[src/rtl/mux_nx1_seq_if.sv]
// mux_nx1_seq_if: bus bundle for the registered N:1 channel multiplexer.
//
// Signals
//   en     advance/update enable (0 freezes the mux state)
//   mode   0 = manual select, 1 = auto-scan
//   s      manual channel select
//   I      packed channels, channel k = I[k*WIDTH +: WIDTH]
//   y      registered data of the selected channel
//   sel_q  channel currently presented on y
//   valid  y holds data from a legal channel
//   wrap   one-cycle pulse when the scan wraps N-1 -> 0
//
// Modports
//   master  drives en/mode/s/I, observes the registered outputs
//   slave   the multiplexer itself
interface mux_nx1_seq_if #(
    parameter int N     = 8,
    parameter int WIDTH = 1
);
    localparam int SELW = (N > 1) ? $clog2(N) : 1;

    logic                 en;
    logic                 mode;
    logic [SELW-1:0]      s;
    logic [N*WIDTH-1:0]   I;
    logic [WIDTH-1:0]     y;
    logic [SELW-1:0]      sel_q;
    logic                 valid;
    logic                 wrap;

    modport master (
        output en, mode, s, I,
        input  y, sel_q, valid, wrap
    );

    modport slave (
        input  en, mode, s, I,
        output y, sel_q, valid, wrap
    );
endinterface

[src/rtl/mux_nx1_seq.sv]
// mux_nx1_seq: registered N-channel, WIDTH-bit multiplexer with a manual
// mode (channel chosen by s) and an auto-scan mode (internal counter steps
// through the channels, holding each one for DWELL enabled cycles).
//
// Ports
//   clk   rising-edge clock
//   rst   synchronous, active-high reset (overrides en and mode)
//   bus   mux_nx1_seq_if.slave: en, mode, s, I in; y, sel_q, valid, wrap out
//
// y and sel_q are loaded on the same edge from the same next-select value,
// so the data on y always belongs to the channel reported on sel_q.
module mux_nx1_seq #(
    parameter int N     = 8,
    parameter int WIDTH = 1,
    parameter int DWELL = 4
) (
    input  logic          clk,
    input  logic          rst,
    mux_nx1_seq_if.slave  bus
);
    localparam int SELW = (N > 1) ? $clog2(N) : 1;
    localparam int CNTW = (DWELL > 1) ? $clog2(DWELL) : 1;
    localparam logic [SELW-1:0] SEL_LAST = SELW'(N - 1);
    localparam logic [CNTW-1:0] CNT_LAST = CNTW'(DWELL - 1);

    logic [WIDTH-1:0] y_q,     y_d;
    logic [SELW-1:0]  sel_q,   sel_d;
    logic             valid_q, valid_d;
    logic             wrap_q,  wrap_d;
    logic [CNTW-1:0]  cnt_q,   cnt_d;

    // Loop-compare selection keeps every part-select in range even when
    // the select code space is larger than N (non-power-of-2 N).
    function automatic logic [WIDTH-1:0] pick(
        input logic [N*WIDTH-1:0] data,
        input logic [SELW-1:0]    sel
    );
        logic [WIDTH-1:0] r;
        r = '0;
        for (int k = 0; k < N; k++) begin
            if (sel == SELW'(k)) begin
                r = data[k*WIDTH +: WIDTH];
            end
        end
        return r;
    endfunction

    function automatic logic is_legal(input logic [SELW-1:0] sel);
        return ({1'b0, sel} < (SELW + 1)'(N));
    endfunction

    always_comb begin
        sel_d   = sel_q;
        y_d     = y_q;
        valid_d = valid_q;
        cnt_d   = cnt_q;
        wrap_d  = 1'b0;

        if (bus.en) begin
            if (!bus.mode) begin
                // Manual: the dwell counter is kept at zero so that a later
                // switch to scan holds the current channel for a full dwell.
                cnt_d = '0;
                if (is_legal(bus.s)) begin
                    sel_d   = bus.s;
                    y_d     = pick(bus.I, bus.s);
                    valid_d = 1'b1;
                end else begin
                    y_d     = '0;
                    valid_d = 1'b0;
                end
            end else begin
                valid_d = 1'b1;
                if (cnt_q == CNT_LAST) begin
                    cnt_d = '0;
                    if (sel_q == SEL_LAST) begin
                        sel_d  = '0;
                        wrap_d = 1'b1;
                    end else begin
                        sel_d = sel_q + SELW'(1);
                    end
                end else begin
                    cnt_d = cnt_q + CNTW'(1);
                end
                // Live data: re-sample the (possibly new) channel every cycle.
                y_d = pick(bus.I, sel_d);
            end
        end
    end

    always_ff @(posedge clk) begin
        if (rst) begin
            y_q     <= '0;
            sel_q   <= '0;
            valid_q <= 1'b0;
            wrap_q  <= 1'b0;
            cnt_q   <= '0;
        end else begin
            y_q     <= y_d;
            sel_q   <= sel_d;
            valid_q <= valid_d;
            wrap_q  <= wrap_d;
            cnt_q   <= cnt_d;
        end
    end

    assign bus.y     = y_q;
    assign bus.sel_q = sel_q;
    assign bus.valid = valid_q;
    assign bus.wrap  = wrap_q;
endmodule

[src/flat_wrapper.sv]
// flat-port wrapper written by rule: the top's interface ports become plain ports
module mux_nx1_seq_flat 
#(
    parameter int N     = 8,
    parameter int WIDTH = 1,
    parameter int DWELL = 4
)
  (clk, rst, bus_en, bus_mode, bus_s, bus_I, bus_y, bus_sel_q, bus_valid, bus_wrap);
  mux_nx1_seq_if #(.N(N), .WIDTH(WIDTH)) bus_i ();
  input  logic clk;
  input  logic rst;
  input wire logic [$bits(bus_i.en)-1:0] bus_en;
  input wire logic [$bits(bus_i.mode)-1:0] bus_mode;
  input wire logic [$bits(bus_i.s)-1:0] bus_s;
  input wire logic [$bits(bus_i.I)-1:0] bus_I;
  output wire logic [$bits(bus_i.y)-1:0] bus_y;
  output wire logic [$bits(bus_i.sel_q)-1:0] bus_sel_q;
  output wire logic [$bits(bus_i.valid)-1:0] bus_valid;
  output wire logic [$bits(bus_i.wrap)-1:0] bus_wrap;
  assign bus_i.en = bus_en;
  assign bus_i.mode = bus_mode;
  assign bus_i.s = bus_s;
  assign bus_i.I = bus_I;
  assign bus_y = bus_i.y;
  assign bus_sel_q = bus_i.sel_q;
  assign bus_valid = bus_i.valid;
  assign bus_wrap = bus_i.wrap;
  mux_nx1_seq #(.N(N), .WIDTH(WIDTH), .DWELL(DWELL)) u_core (.clk(clk), .rst(rst), .bus(bus_i));
endmodule
[config.mk]
export PLATFORM = sky130hd
export DESIGN_NAME = mux_nx1_seq_flat
export DESIGN_NICKNAME = d
export VERILOG_FILES = /design/src/rtl/mux_nx1_seq_if.sv /design/src/rtl/mux_nx1_seq.sv /design/src/flat_wrapper.sv
export SDC_FILE = /design/constraint.sdc
export NUM_CORES = 1
export LEC_CHECK = 0
export ABC_AREA = 1
export BUFFER_PORTS_ARGS = -buffer_cell sky130_fd_sc_hd__buf_2
export CAP_MARGIN = 20
export CORE_ASPECT_RATIO = 1.1
export CORE_MARGIN = 1
export CORE_UTILIZATION = 40
export DETAILED_ROUTE_END_ITERATION = 10
export HOLD_SLACK_MARGIN = 0.06
export PLACE_DENSITY_LB_ADDON = 0.08
export SETUP_SLACK_MARGIN = 0.02
export SYNTH_ARGS = -nofsm -noshare
export SYNTH_HDL_FRONTEND = slang
export SYNTH_SLANG_ARGS = --single-unit
[constraint.sdc]
create_clock -name clk -period 2.3 [get_ports clk]
set_input_delay 0.46 -clock clk [delete_from_list [all_inputs] [get_ports clk]]
set_output_delay 0.46 -clock clk [all_outputs]
set_load 0.005 [all_outputs]
; Yosys cells after proc, flatten, opt, wreduce, memory -nomap -nowiden
; Index checks and enable logic that the tools add are counted.
[classes]
muxes = 25
bitwise_logic = 3
n_eq_ne = 16
n_addsub = 2
n_reduce_logical = 3
[op_table]
columns = operator, count
row1 = 3-bit equality test (second input constant), 9
row2 = 1-bit two-way mux, 18
row3 = 3-bit two-way mux, 5
row4 = 3-bit by 2-bit equality test with 1-bit output (second input constant), 4
row5 = 3-bit by 1-bit equality test with 1-bit output (second input constant), 2
row6 = 3-bit zero test, 2
row7 = 2-bit two-way mux, 2
row8 = 4-bit OR reduction, 1
row9 = 3-bit by 1-bit adder with 3-bit output (second input constant), 1
row10 = 1-bit NOT, 3
row11 = 2-bit by 1-bit adder with 2-bit output (second input constant), 1
row12 = 2-bit equality test (second input constant), 1
[word_totals]
wordCells = 54
regBits = 8
out_inout_bits = 6
input_bits = 15

; Logic depth before layout (Yosys ltp)
[logic_depth]
word_depth = 15
mapped_depth = 11
mapped_depth_nobuf = 11

; Worst setup path after synthesis
; Ideal clock, no wire load.
[synth_timing]
kind = reg2reg
start = register u_core.sel_q[0], in the netlist u_core.bus.sel_q[0]
end = register u_core.y_q, in the netlist u_core.bus.y
required_time_ns = 2.191
synth_period_minus_slack_ns = 1.447
stages_incl_launch_ff = 11
arrival_ns = 1.338
n_path_buf = 0
setup_ns = 0.109
setup_slack_ns = 0.853
path_cell_list = dfxtp_1 -> ha_1 -> ha_1 -> nand2_1 -> nand2_2 -> nand2_1 -> nand3_1 -> nand3_1 -> nand3_1 -> nand2_1 -> inv_1
[synth_between]
elab_chain_len = 15
elab_cells_between_ends = 23
cone_classes = add/sub: 1 / eq/ne: 8 / mux: 13 / reduce/logical: 1
[synth_rtl]
columns = element, line
row1 = from (decl), mux_nx1_seq.sv:27  ; logic [SELW-1:0] sel_q, sel_d;
row2 = from (signal assigned), mux_nx1_seq.sv:100  ; sel_q <= sel_d;
row3 = 3-bit by 1-bit adder with 3-bit output or 3-bit equality test (tied branches), "mux_nx1_seq.sv:80, mux_nx1_seq.sv:76"
row4 = 3-bit two-way mux, mux_nx1_seq.sv:76  ; if (sel_q == SEL_LAST) begin
row5 = 3-bit two-way mux (*), mux_nx1_seq.sv:74  ; if (cnt_q == CNT_LAST) begin
row6 = 3-bit two-way mux (*), mux_nx1_seq.sv:60  ; if (!bus.mode) begin
row7 = 3-bit two-way mux (*), mux_nx1_seq.sv:59  ; if (bus.en) begin
row8 = 3-bit zero test, mux_nx1_seq.sv:41  ; if (sel == SELW'(k)) begin
row9 = 1-bit two-way mux (7 in series), mux_nx1_seq.sv:41
row10 = 1-bit two-way mux (*), mux_nx1_seq.sv:41
row11 = 1-bit two-way mux (*), mux_nx1_seq.sv:60
row12 = to (signal assigned), mux_nx1_seq.sv:99  ; y_q <= y_d;
row13 = to (decl), mux_nx1_seq.sv:26  ; logic [WIDTH-1:0] y_q, y_d;
; Mark *: on every way between the ends. The rest lies on a longest branch, timed or not. The select of a mux whose other input is x is not followed.
; A chain may end at the register's enable or synchronous reset.

; Worst setup path after layout
; Same ends and word-level chain as after synthesis.

==> impl_metrics.json <==
{
  "coreArea_um2": 1250,
  "wl_mm": 1.31,
  "setup_tns_ps": 0,
  "clk_pin_slew_ps": 60,
  "cts_tree": "done",
  "antenna_cells": 0,
  "die-area_um2": 1590,
  "place.gp.congestion": 0.825,
  "drt_iter0_markers": 7,
  "timing.fmax_mhz": 656,
  "max-vdd-ir-drop_v": 0.000330,
  "vias": 628,
  "initial_core_util_pct": 45.8,
  "synth_cells": 97,
  "outcome": "completed",
  "worstSetupPathType": "reg2reg",
  "num_rows": 13,
  "yosys_warnings": 0,
  "grt_max_degree": 12,
  "die_h_um": 41.7,
  "tightest_slew_ps": 245,
  "die_w_um": 38.1,
  "htreeDepth": 1,
  "timing.final.crit_share_pct": 66.3,
  "io_pins": 21,
  "cts_buffers": 3,
  "p_leak_nw": 0.400,
  "ys_ff_latch": 8,
  "drv_slew": 0,
  "syn_nets": 115,
  "dpl_worst_slack_ps": 767,
  "portBuffers": 20,
  "fill_cells": 140,
  "drive_gt1_share_pct": 21.8,
  "skew_ps": 7.85,
  "clkLatencyLatePin_ps": 260,
  "hold_viol": 0,
  "fin_ws_ps": 775,
  "worstSetupEndpointType": "flop",
  "finalSetupViolCount": 0,
  "clk_path_buf_depth": 2,
  "dpl.hpwl_mm": 1.10,
  "antenna_left": 0,
  "final.min_clock_period_ps": 1530,
  "cts_setup_buffers": 0,
  "antenna_found_initial": 0,
  "synth-seq-area-share_pct": 27.9,
  "syn_avg_cell_area_um2": 5.91,
  "grt_overflow": 0,
  "netlist_area_um2": 573,
  "nets": 139,
  "grtUsageTotal_pct": 18.7,
  "power.density_nw_per_um2": 485,
  "cp-start-kind": "flop",
  "grt_pass1_vias": 545,
  "slew_headroom_pct": 83.5,
  "drt-vias-per-instance": 4.69,
  "regArea_um2": 160,
  "ys_types": 16,
  "critPathMaxFanout": 5,
  "multiInputGateArea_um2": 338,
  "postCtsHoldBufs": 0,
  "ctsRootBufferMaster": "clkbuf_4",
  "post_layout_nonfiller_instances": 134,
  "crit_required_ps": 2460,
  "clock_sinks": 8,
  "grt_pass1_wl_mm": 2.18,
  "routedWlPerCell_um": 9.78,
  "first_pass_iters": 4,
  "rsz0062_at_grt": "false",
  "area_growth_pct": 24.0,
  "hold_class": "in2reg",
  "postLayoutCoreUtil_pct": 56.7,
  "arrival_ps": 1690,
  "cts.repair.resized": 0,
  "placed_cells": 131,
  "drv_cap": 0,
  "drc": 0
}
==> layout make-up <==
class                      instances  share of cell area (%)
inverter                          19                    10.0
clock buffer                       3                    3.17
tap                               15                    2.64
multi-input combinational         69                    47.5
timing repair buffer              20                    14.1
sequential                         8                    22.5
==> cell usage in the layout (no fill, tap or decap) <==
cell type / count
buf_2: 20
a211oi_1: 1
nor2_1: 10
clkbuf_4: 3
ha_1: 3
nand2_2: 2
nand2_1: 23
a221oi_1: 1
a21oi_1: 6
nand3_1: 17
dfxtp_1: 8
or2_0: 1
nor3_1: 1
inv_1: 18
inv_2: 1
o21ai_0: 3
a31oi_1: 1
==> sequential cells by signal, indices dropped and copies added, names as in the netlist <==
register and flops:
u_core.cnt_q 2, u_core.bus.valid 1, u_core.bus.y 1, u_core.bus.sel_q 3, u_core.bus.wrap 1
==> synthesized netlist by cell type <==
master	number	area, µm²
inv_1	18	67.6
a211oi_1	1	7.51
a221oi_1	1	8.76
clkbuf_1	1	3.75
dfxtp_1	8	160
nand2_2	2	12.5
a21oi_1	6	30.0
nand2_1	23	86.3
or2_0	1	6.26
nor3_1	1	5.00
nor2_1	10	37.5
nand3_1	17	85.1
ha_1	3	37.5
o21ai_0	3	15.0
inv_2	1	3.75
a31oi_1	1	6.26
==> stage by stage <==
stage	power [W]	hold slack, ps	cell area (µm²)
4_1_cts	0.000348	457	711
3_3_place_gp	0.000237	444	688
5_1_grt	0.000372	466	711
3_5_place_dp	0.000238	468	688
6_report	0.000345	457	711
2_1_floorplan	0.000204	441	573
==> report_power, final <==
part / switching, W / internal, W / leakage, nW
combinational: 0.0000465 / 0.0000347 / 0.320
clock: 0.0000504 / 0.0000599 / 0.0138
sequential: 0.00000631 / 0.000147 / 0.0660
==> critical path, stage by stage (launching register included) <==
cell	delay (ps)
dfxtp_1	330
ha_1	200
ha_1	260
nand2_1	150
nand2_2	110
nand2_1	70
nand3_1	70
nand3_1	70
nand3_1	70
nand2_1	60
inv_1	30
==> metal layers <==
layer	vias to the layer above	share of wire [%]	global-route usage (%)
li1	355	-	-
met1	254	52	26.5
met2	17	42	27.8
met3	2	5.0	6.42
met4	0	0.46	2.14
met5	-	0	0
==> worst paths after layout <==
kind                                                  startpoint                       endpoint  slack, ps  cells after the start
worst max register to register  u_core.bus.sel_q[0]$_SDFFE_PP0P_      u_core.bus.y$_SDFFE_PP0P_        770                     10
worst min-delay path                                         rst  u_core.bus.valid$_SDFFE_PP0P_        460                      2
worst max-delay path            u_core.bus.sel_q[0]$_SDFFE_PP0P_      u_core.bus.y$_SDFFE_PP0P_        770                     10
worst min register to register      u_core.cnt_q[1]$_SDFFE_PP0P_   u_core.cnt_q[1]$_SDFFE_PP0P_        470                      2
==> kinds of logic after synthesis <==
family / share of synthesized area, %
AO/OA/AOI/OAI: 11.8
adder cells (fa/ha/maj): 6.55
buffers and inverters: 13.1
flip-flops: 27.9
AND/OR/NAND/NOR: 40.6
No activity file was read; power rests on OpenSTA's default activity.
